### src/rtl/keys_pio_if.sv
// Zero-wait-state Avalon-MM slave bus bundle shared by the PIO peripherals.
interface keys_pio_if;
  logic [1:0]  address;
  logic        chipselect;
  logic        write_n;
  logic [31:0] writedata;
  logic [31:0] readdata;

  modport master (
    output address, chipselect, write_n, writedata,
    input  readdata
  );

  modport slave (
    input  address, chipselect, write_n, writedata,
    output readdata
  );
endinterface

### src/rtl/keys_pio.sv
// Input PIO: synchronizes and debounces a button/switch bus, captures rising
// edges in a W1C register and raises a maskable level interrupt.
module keys_pio #(
  parameter int WIDTH           = 4,
  parameter int DEBOUNCE_CYCLES = 50000
) (
  input  logic             clk,
  input  logic             reset_n,
  keys_pio_if.slave        bus,
  input  logic [WIDTH-1:0] in_port,
  output logic             irq
);

  localparam int            CW   = (DEBOUNCE_CYCLES > 1) ? $clog2(DEBOUNCE_CYCLES) : 1;
  localparam logic [CW-1:0] LAST = CW'(DEBOUNCE_CYCLES - 1);

  logic [CW-1:0]    count;
  logic             tick;
  logic [WIDTH-1:0] sync1, sync2, snap, db, db_d;
  logic [WIDTH-1:0] rise, edge_cap, mask;
  logic [WIDTH-1:0] wdata_lo;
  logic             wr, wr_mask, wr_clr;

  assign tick     = (count == LAST);
  assign rise     = db & ~db_d;
  assign wdata_lo = bus.writedata[WIDTH-1:0];
  assign wr       = bus.chipselect && !bus.write_n;
  assign wr_mask  = wr && (bus.address == 2'd2);
  assign wr_clr   = wr && (bus.address == 2'd3);
  assign irq      = |(edge_cap & mask);

  generate
    if (WIDTH < 32) begin : g_wdata_hi
      logic unused_wdata_hi;
      assign unused_wdata_hi = ^bus.writedata[31:WIDTH];
    end
  endgenerate

  always_ff @(posedge clk or negedge reset_n) begin
    if (!reset_n) begin
      count <= '0;
      sync1 <= '0;
      sync2 <= '0;
    end else begin
      count <= tick ? '0 : count + CW'(1);
      sync1 <= in_port;
      sync2 <= sync1;
    end
  end

  // A bit reaches db only once two consecutive tick samples agree.
  always_ff @(posedge clk or negedge reset_n) begin
    if (!reset_n) begin
      snap <= '0;
      db   <= '0;
      db_d <= '0;
    end else begin
      if (tick) begin
        snap <= sync2;
        for (int i = 0; i < WIDTH; i++) begin
          if (sync2[i] == snap[i]) db[i] <= sync2[i];
        end
      end
      db_d <= db;
    end
  end

  // A rise in the same cycle as a W1C clear keeps the bit set.
  always_ff @(posedge clk or negedge reset_n) begin
    if (!reset_n) begin
      edge_cap <= '0;
      mask     <= '0;
    end else begin
      edge_cap <= rise | (edge_cap & ~(wr_clr ? wdata_lo : '0));
      if (wr_mask) mask <= wdata_lo;
    end
  end

  always_comb begin
    bus.readdata = '0;
    if (bus.chipselect) begin
      case (bus.address)
        2'd0:    bus.readdata[WIDTH-1:0] = db;
        2'd2:    bus.readdata[WIDTH-1:0] = mask;
        2'd3:    bus.readdata[WIDTH-1:0] = edge_cap;
        default: bus.readdata = '0;
      endcase
    end
  end

endmodule
### src/flat_wrapper.sv
// flat-port wrapper written by rule: the top's interface ports become plain ports
module keys_pio_flat 
#(
  parameter int WIDTH           = 4,
  parameter int DEBOUNCE_CYCLES = 50000
)
  (clk, reset_n, in_port, irq, bus_address, bus_chipselect, bus_write_n, bus_writedata, bus_readdata);
  keys_pio_if bus_i ();
  input  logic clk;
  input  logic reset_n;
  input  logic [WIDTH-1:0] in_port;
  output logic irq;
  input wire logic [$bits(bus_i.address)-1:0] bus_address;
  input wire logic [$bits(bus_i.chipselect)-1:0] bus_chipselect;
  input wire logic [$bits(bus_i.write_n)-1:0] bus_write_n;
  input wire logic [$bits(bus_i.writedata)-1:0] bus_writedata;
  output wire logic [$bits(bus_i.readdata)-1:0] bus_readdata;
  assign bus_i.address = bus_address;
  assign bus_i.chipselect = bus_chipselect;
  assign bus_i.write_n = bus_write_n;
  assign bus_i.writedata = bus_writedata;
  assign bus_readdata = bus_i.readdata;
  keys_pio #(.WIDTH(WIDTH), .DEBOUNCE_CYCLES(DEBOUNCE_CYCLES)) u_core (.clk(clk), .reset_n(reset_n), .bus(bus_i), .in_port(in_port), .irq(irq));
endmodule
### config.mk
export PLATFORM = sky130hd
export DESIGN_NAME = keys_pio_flat
export DESIGN_NICKNAME = d
export VERILOG_FILES = /design/src/rtl/keys_pio_if.sv /design/src/rtl/keys_pio.sv /design/src/flat_wrapper.sv
export SDC_FILE = /design/constraint.sdc
export NUM_CORES = 1
export LEC_CHECK = 0
export CAP_MARGIN = 20
export CORE_MARGIN = 2
export CORE_UTILIZATION = 37
export DETAILED_ROUTE_END_ITERATION = 6
export GPL_ROUTABILITY_DRIVEN = 0
export GPL_TIMING_DRIVEN = 0
export PLACE_DENSITY = 0.68
export SLEW_MARGIN = 15
export SYNTH_ARGS = -nofsm -noshare
export SYNTH_HDL_FRONTEND = slang
export SYNTH_SLANG_ARGS = --single-unit
export TNS_END_PERCENT = 10
### constraint.sdc
create_clock -name clk -period 2.2 [get_ports clk]
set_input_delay 0.22 -clock clk [delete_from_list [all_inputs] [get_ports clk]]
set_output_delay 0.22 -clock clk [all_outputs]
set_load 0.02 [all_outputs]
# ---- Yosys cells after proc, flatten, opt, wreduce, memory -nomap -nowiden
# Index checks and enable logic that the tools add are counted.
# Widths: inputs -> output; s select.
dict set report word_totals {
  inputBits 42
  word_cells 39
  regBits 44
  out_inout_bits 33
}
dict set report op_classes {
  bitwise 6
  reduce_logical 10
  n_eq_ne 7
  addsub 1
  mux 4
}
# cell n
set ops {}
lappend ops {{$add 16x1->16 const B} 1}
lappend ops {{$eq 16x16->1 const B} 1}
lappend ops {{$mux 16} 1}
lappend ops {{$and 4x4->4} 3}
lappend ops {{$pmux 4 s3} 1}
lappend ops {{$mux 4} 2}
lappend ops {{$not 4->4} 2}
lappend ops {{$reduce_and 2->1} 4}
lappend ops {{$eq 1x1->1} 4}
lappend ops {{$eq 2x2->1 const B} 2}
lappend ops {{$or 4x4->4} 1}
lappend ops {{$reduce_or 4->1} 1}
lappend ops {{$logic_and 1x1->1} 3}
lappend ops {{$logic_not 2->1} 1}
lappend ops {{$logic_not 1->1} 1}

# ---- Logic depth before layout (Yosys ltp)
dict set report logic_depth {
  word_depth 7
  depth_mapped 7
  mapped_depth_nobuf 5
}

# ---- Worst setup path before layout
# Ideal clock, no wire load.
dict set report synth_path {
  path_type {register -> register}
  from {reg u_core.count[0]}
  to {reg u_core.snap[1]}
  t_required_ns 2.075
  t_arrival_ns 1.460
  slack_ns 0.615
  path_stages_with_launch 7
  cell_sequence {dfrtp_1 -> ha_1 -> and3_1 -> buf_4 -> and4_4 -> buf_6 -> mux2_4}
}
dict set report synth_between {
  elab_chain_len 1
}
# element line
set synth_lines {}
lappend synth_lines {{start: declaration} keys_pio.sv:17} ;# logic [CW-1:0] count;
lappend synth_lines {{start signal: assignment} keys_pio.sv:45} ;# count <= tick ? '0 : count + CW'(1);
lappend synth_lines {{$eq 16x16->1} keys_pio.sv:24} ;# assign tick = (count == LAST);
lappend synth_lines {{end signal: assignment} keys_pio.sv:59} ;# snap <= sync2;
lappend synth_lines {{end: declaration} keys_pio.sv:19} ;# logic [WIDTH-1:0] sync1, sync2, snap, db, db_d;
# Every way passes these cells.
# A chain may end at the register's enable or synchronous reset.

# ---- Worst setup path in the final report
dict set report layout_path {
  from {in bus_address[1]}
  to {out bus_readdata[3]}
}
dict set report layout_between {
  elab_chain_len 3
}
# element line
set layout_lines {}
lappend layout_lines {{start: declaration} flat_wrapper.sv:13} ;# input wire logic [$bits(bus_i.address)-1:0] bus_address;
lappend layout_lines {{$eq 2x2->1 or $logic_not 2->1 (tied branches)} keys_pio.sv:82} ;# case (bus.address)
lappend layout_lines {{$pmux 4 s3 *} keys_pio.sv:82}
lappend layout_lines {{$mux 4 *} keys_pio.sv:81} ;# if (bus.chipselect) begin
lappend layout_lines {{end: declaration} flat_wrapper.sv:17} ;# output wire logic [$bits(bus_i.readdata)-1:0] bus_readdata;
# Mark *: on every way between the ends. The rest lies on a longest branch, timed or not.

==> run summary <==
=================================================================================
Synthesized area per cell                                              11.38 um^2
Synth cell count leaders                                             44 x dfrtp_1, 29 x buf_4, 13 x nand2_1
Status                                                               finished clean
Number of fillers in the final layout                                         516
Overall die width                                                        79.02 um
Setup Viol. Count Final                                                         0
Row count                                                                      27
GR Util All Layers                                                         11.06%
DRC marker count from the first detailed-route iteration                       53
Worst flop-to-flop path startpoint                                   u_core.count[0]$_DFF_PN0_
Slack of the worst reg-to-reg path                                        0.49 ns
Number of global-route vias before repair                                    1241
Final Hold Vio Count                                                            0
Number of cells on the worst reg-to-reg path                                    6
Most frequent cell after synthesis                                        dfrtp_1
Endpoint of the most critical register-to-register path              u_core.snap[1]$_DFFE_PN0N_
Resized cells post-CTS                                                          0
Final Instance Area                                                     2585 um^2
Pin count of the biggest net entering global routing                           27
Wire length on met2                                                      1.516 mm
Total via count after detailed routing                                       1336
Largest area contributor in the synthesized netlist                       dfrtp_1
Area Overhead vs Synth                                                     24.16%
HPWL Detailed                                                            2.369 mm
Die Span Y                                                               79.02 um
Total power                                                            0.001728 W
Top_reg_cell synth                                                        dfrtp_1
Cell types with the largest area share after synthesis               dfrtp_1 53%, buf_4 10%, mux2_2 4.9%, xnor2_1 2.9%, xor2_1 2.9%
Non-filler cells, final                                                       309
Area enclosed by the die boundary                                       6243 um^2
Setup CP Type                                                           in -> out
Sum of negative setup slack                                                  0 ns
Yosys Warn Count                                                                0
Num CTS Buffers                                                                 5
Launching instance or port of the critical path                      bus_address[1]
Max frequency                                                           468.5 MHz
Count of flip-flops with a built-in enable after synthesis                      0
Number of placed cells counting well taps                                     300
Clock Sink Count                                                               44
Worst min-delay path class                                             reg -> reg
Number of distinct library cells after synthesis                               32
Final Util                                                                 47.23%
Number of buffers added on ports                                               17
CP Data Required Time                                                     1.98 ns
Routed vias/inst                                                            4.324
Routed length on met1                                                    1.569 mm
Metal3 WL                                                                  155 um
Share of post-route cells with drive strength above 1                      24.47%
CORE AREA                                                               5473 um^2
Clock latency of the later-clocked register in the worst-skew pair        0.29 ns
Global route total overflow                                                     0
Antenna violations before repair                                                0
Count of TritonRoute iterations in the first routing pass                       4
Maximum root-to-sink buffer count                                               2
Number of maximum-capacitance constraint violations                             0
Top layer used by detailed routing                                           met4
Power per cell area                                                  668.5 nW/um^2
Wire length of the first global-routing pass                             5.540 mm
Final period demand of the worst path                                    2.134 ns
Leak Pwr                                                                 1.211 nW
Placed inst area                                                        2459 um^2
Starting utilization of the core area                                      38.04%
Root cell of the clock tree                                              clkbuf_8
Final setup skew                                                      0.004256 ns
Synth Instances                                                               183
Post-synthesis async set-or-reset flop share                               100.0%
Mapped cell area                                                        2082 um^2
Slew Limit Fails                                                                0
Synthesized flop and latch total                                               44
H-tree levels                                                                   2
Wire length reported by the detailed router                              3.287 mm
Worst endpoint data arrival time                                          1.91 ns
TritonCTS clock tree                                                         done
Final ANT Viol Nets                                                             0
Setup repair after global routing missed its margin                            no
DRC violations left                                                             0
Critical path endpoint category                                        output pin
Routed length per placed instance                                        10.64 um
Part of the Yosys area used for sequential elements                        52.88%
Clock transition at the registers of the reported paths                   0.08 ns
Largest fanout on the critical path                                             7
Period utilization                                                         97.02%
# IOs                                                                          75
Diode count                                                                     0
Critical Path End                                                    bus_readdata[3]
Number of nets in the final layout                                            279
Max rail drop VDD                                                        392.4 uV
Yosys top cell area share                                                  52.88%
Kind of launch point of the worst setup path                         primary input
=================================================================================
[repair_timing]
action,in CTS,in global routing
hold buffers,1,0
hold endpoints to repair,18,0
setup buffers,0,0
setup endpoints to repair,0,0
[report_power, final]
group	internal [W]	switching [W]	total, W
logic	0.000119	0.000118	0.000238
registers	0.000845	0.0000253	0.000870
clock network	0.000342	0.000279	0.000620
total	0.00131	0.000422	0.00173
[cells in the final DEF, fill, tap and decap left out]
master            n
clkdlybuf4s50_1  16
nor4_2            2
and4b_1           1
bufinv_16         1
and4_4            1
nor3_1            1
nor4_1            1
inv_1             5
and3_1            1
nand4_1           5
xnor2_1           7
nand2_1          13
and4_1            2
buf_6             1
nor2_1            9
dlygate4sd3_1     1
clkbuf_8          5
o211ai_1          4
nor4b_1           1
clkinv_4          2
buf_2             2
and4bb_1          1
nor2_2            1
nor2b_1           5
xor2_1            7
nor4bb_1          1
ha_1              1
o21ai_0           8
conb_1           28
dfrtp_1          44
clkbuf_1          1
a22oi_1           6
mux2_4            3
mux2_2            9
nor3_2            1
buf_12            1
nand3_1          10
buf_4            29
[critical path, cell delays in order]
cell and delay (ns):
clkdlybuf4s50_1 0.52, nor2_1 0.28, a22oi_1 0.13, nor2b_1 0.14, clkdlybuf4s50_1 0.62
[flip-flops by register name, summed over array words and instances (netlist names)]
register / count
u_core.count: 16
u_core.db: 4
u_core.db_d: 4
u_core.edge_cap: 4
u_core.mask: 4
u_core.snap: 4
u_core.sync1: 4
u_core.sync2: 4
[through the flow]
step           hold WS [ns]  setup WS (ns)
2_1_floorplan      -0.07559         0.6148
3_3_place_gp         0.3316        -0.2236
3_5_place_dp         0.1882        0.06629
4_1_cts              0.3456        0.09141
5_1_grt              0.3515       0.003296
6_report             0.3535        0.06553
[worst min-delay path by stage]
stage | startpoint | end | slack (ns) | cells after the start
3_3_place_gp | u_core.sync1[2]$_DFF_PN0_ | u_core.sync2[2]$_DFF_PN0_ | 0.33 | 0
6_report | u_core.sync1[1]$_DFF_PN0_ | u_core.sync2[1]$_DFF_PN0_ | 0.35 | 0
4_1_cts | in_port[3] | u_core.sync1[3]$_DFF_PN0_ | 0.35 | 1
2_1_floorplan | reset_n | u_core.count[0]$_DFF_PN0_ | -0.08 | 0
5_1_grt | in_port[3] | u_core.sync1[3]$_DFF_PN0_ | 0.35 | 1
3_5_place_dp | reset_n | u_core.snap[3]$_DFFE_PN0N_ | 0.19 | 1
[cells by family after synthesis]
family	count (synthesis)	share of synthesized area, %
XOR/XNOR	14	5.890
buffers and inverters	37	12.32
adder cells (fa/ha/maj)	1	0.6009
other	1	0.1801
multiplexers	12	7.031
AND/OR/NAND/NOR	56	15.57
flip-flops	44	52.88
AO/OA/AOI/OAI	18	5.529
[per-layer routing]
metal	up-vias	GRT usage, %
li1	680	-
met1	620	14.60
met2	31	18.05
met3	5	2.159
met4	0	4.138
met5	-	0
[layout make-up]
cell class	count	area (um^2)	area share (%)
plain buffers	32	237.7	9.197
flip-flops and latches	44	1101	42.59
well taps	72	90.09	3.485
clock buffers	5	68.82	2.662
repair buffers	19	195.2	7.551
clock inverters	3	47.55	1.839
multi-input cells	129	825.8	31.95
inverters	5	18.77	0.7260
Note: power is estimated with default switching activity, not from simulation.
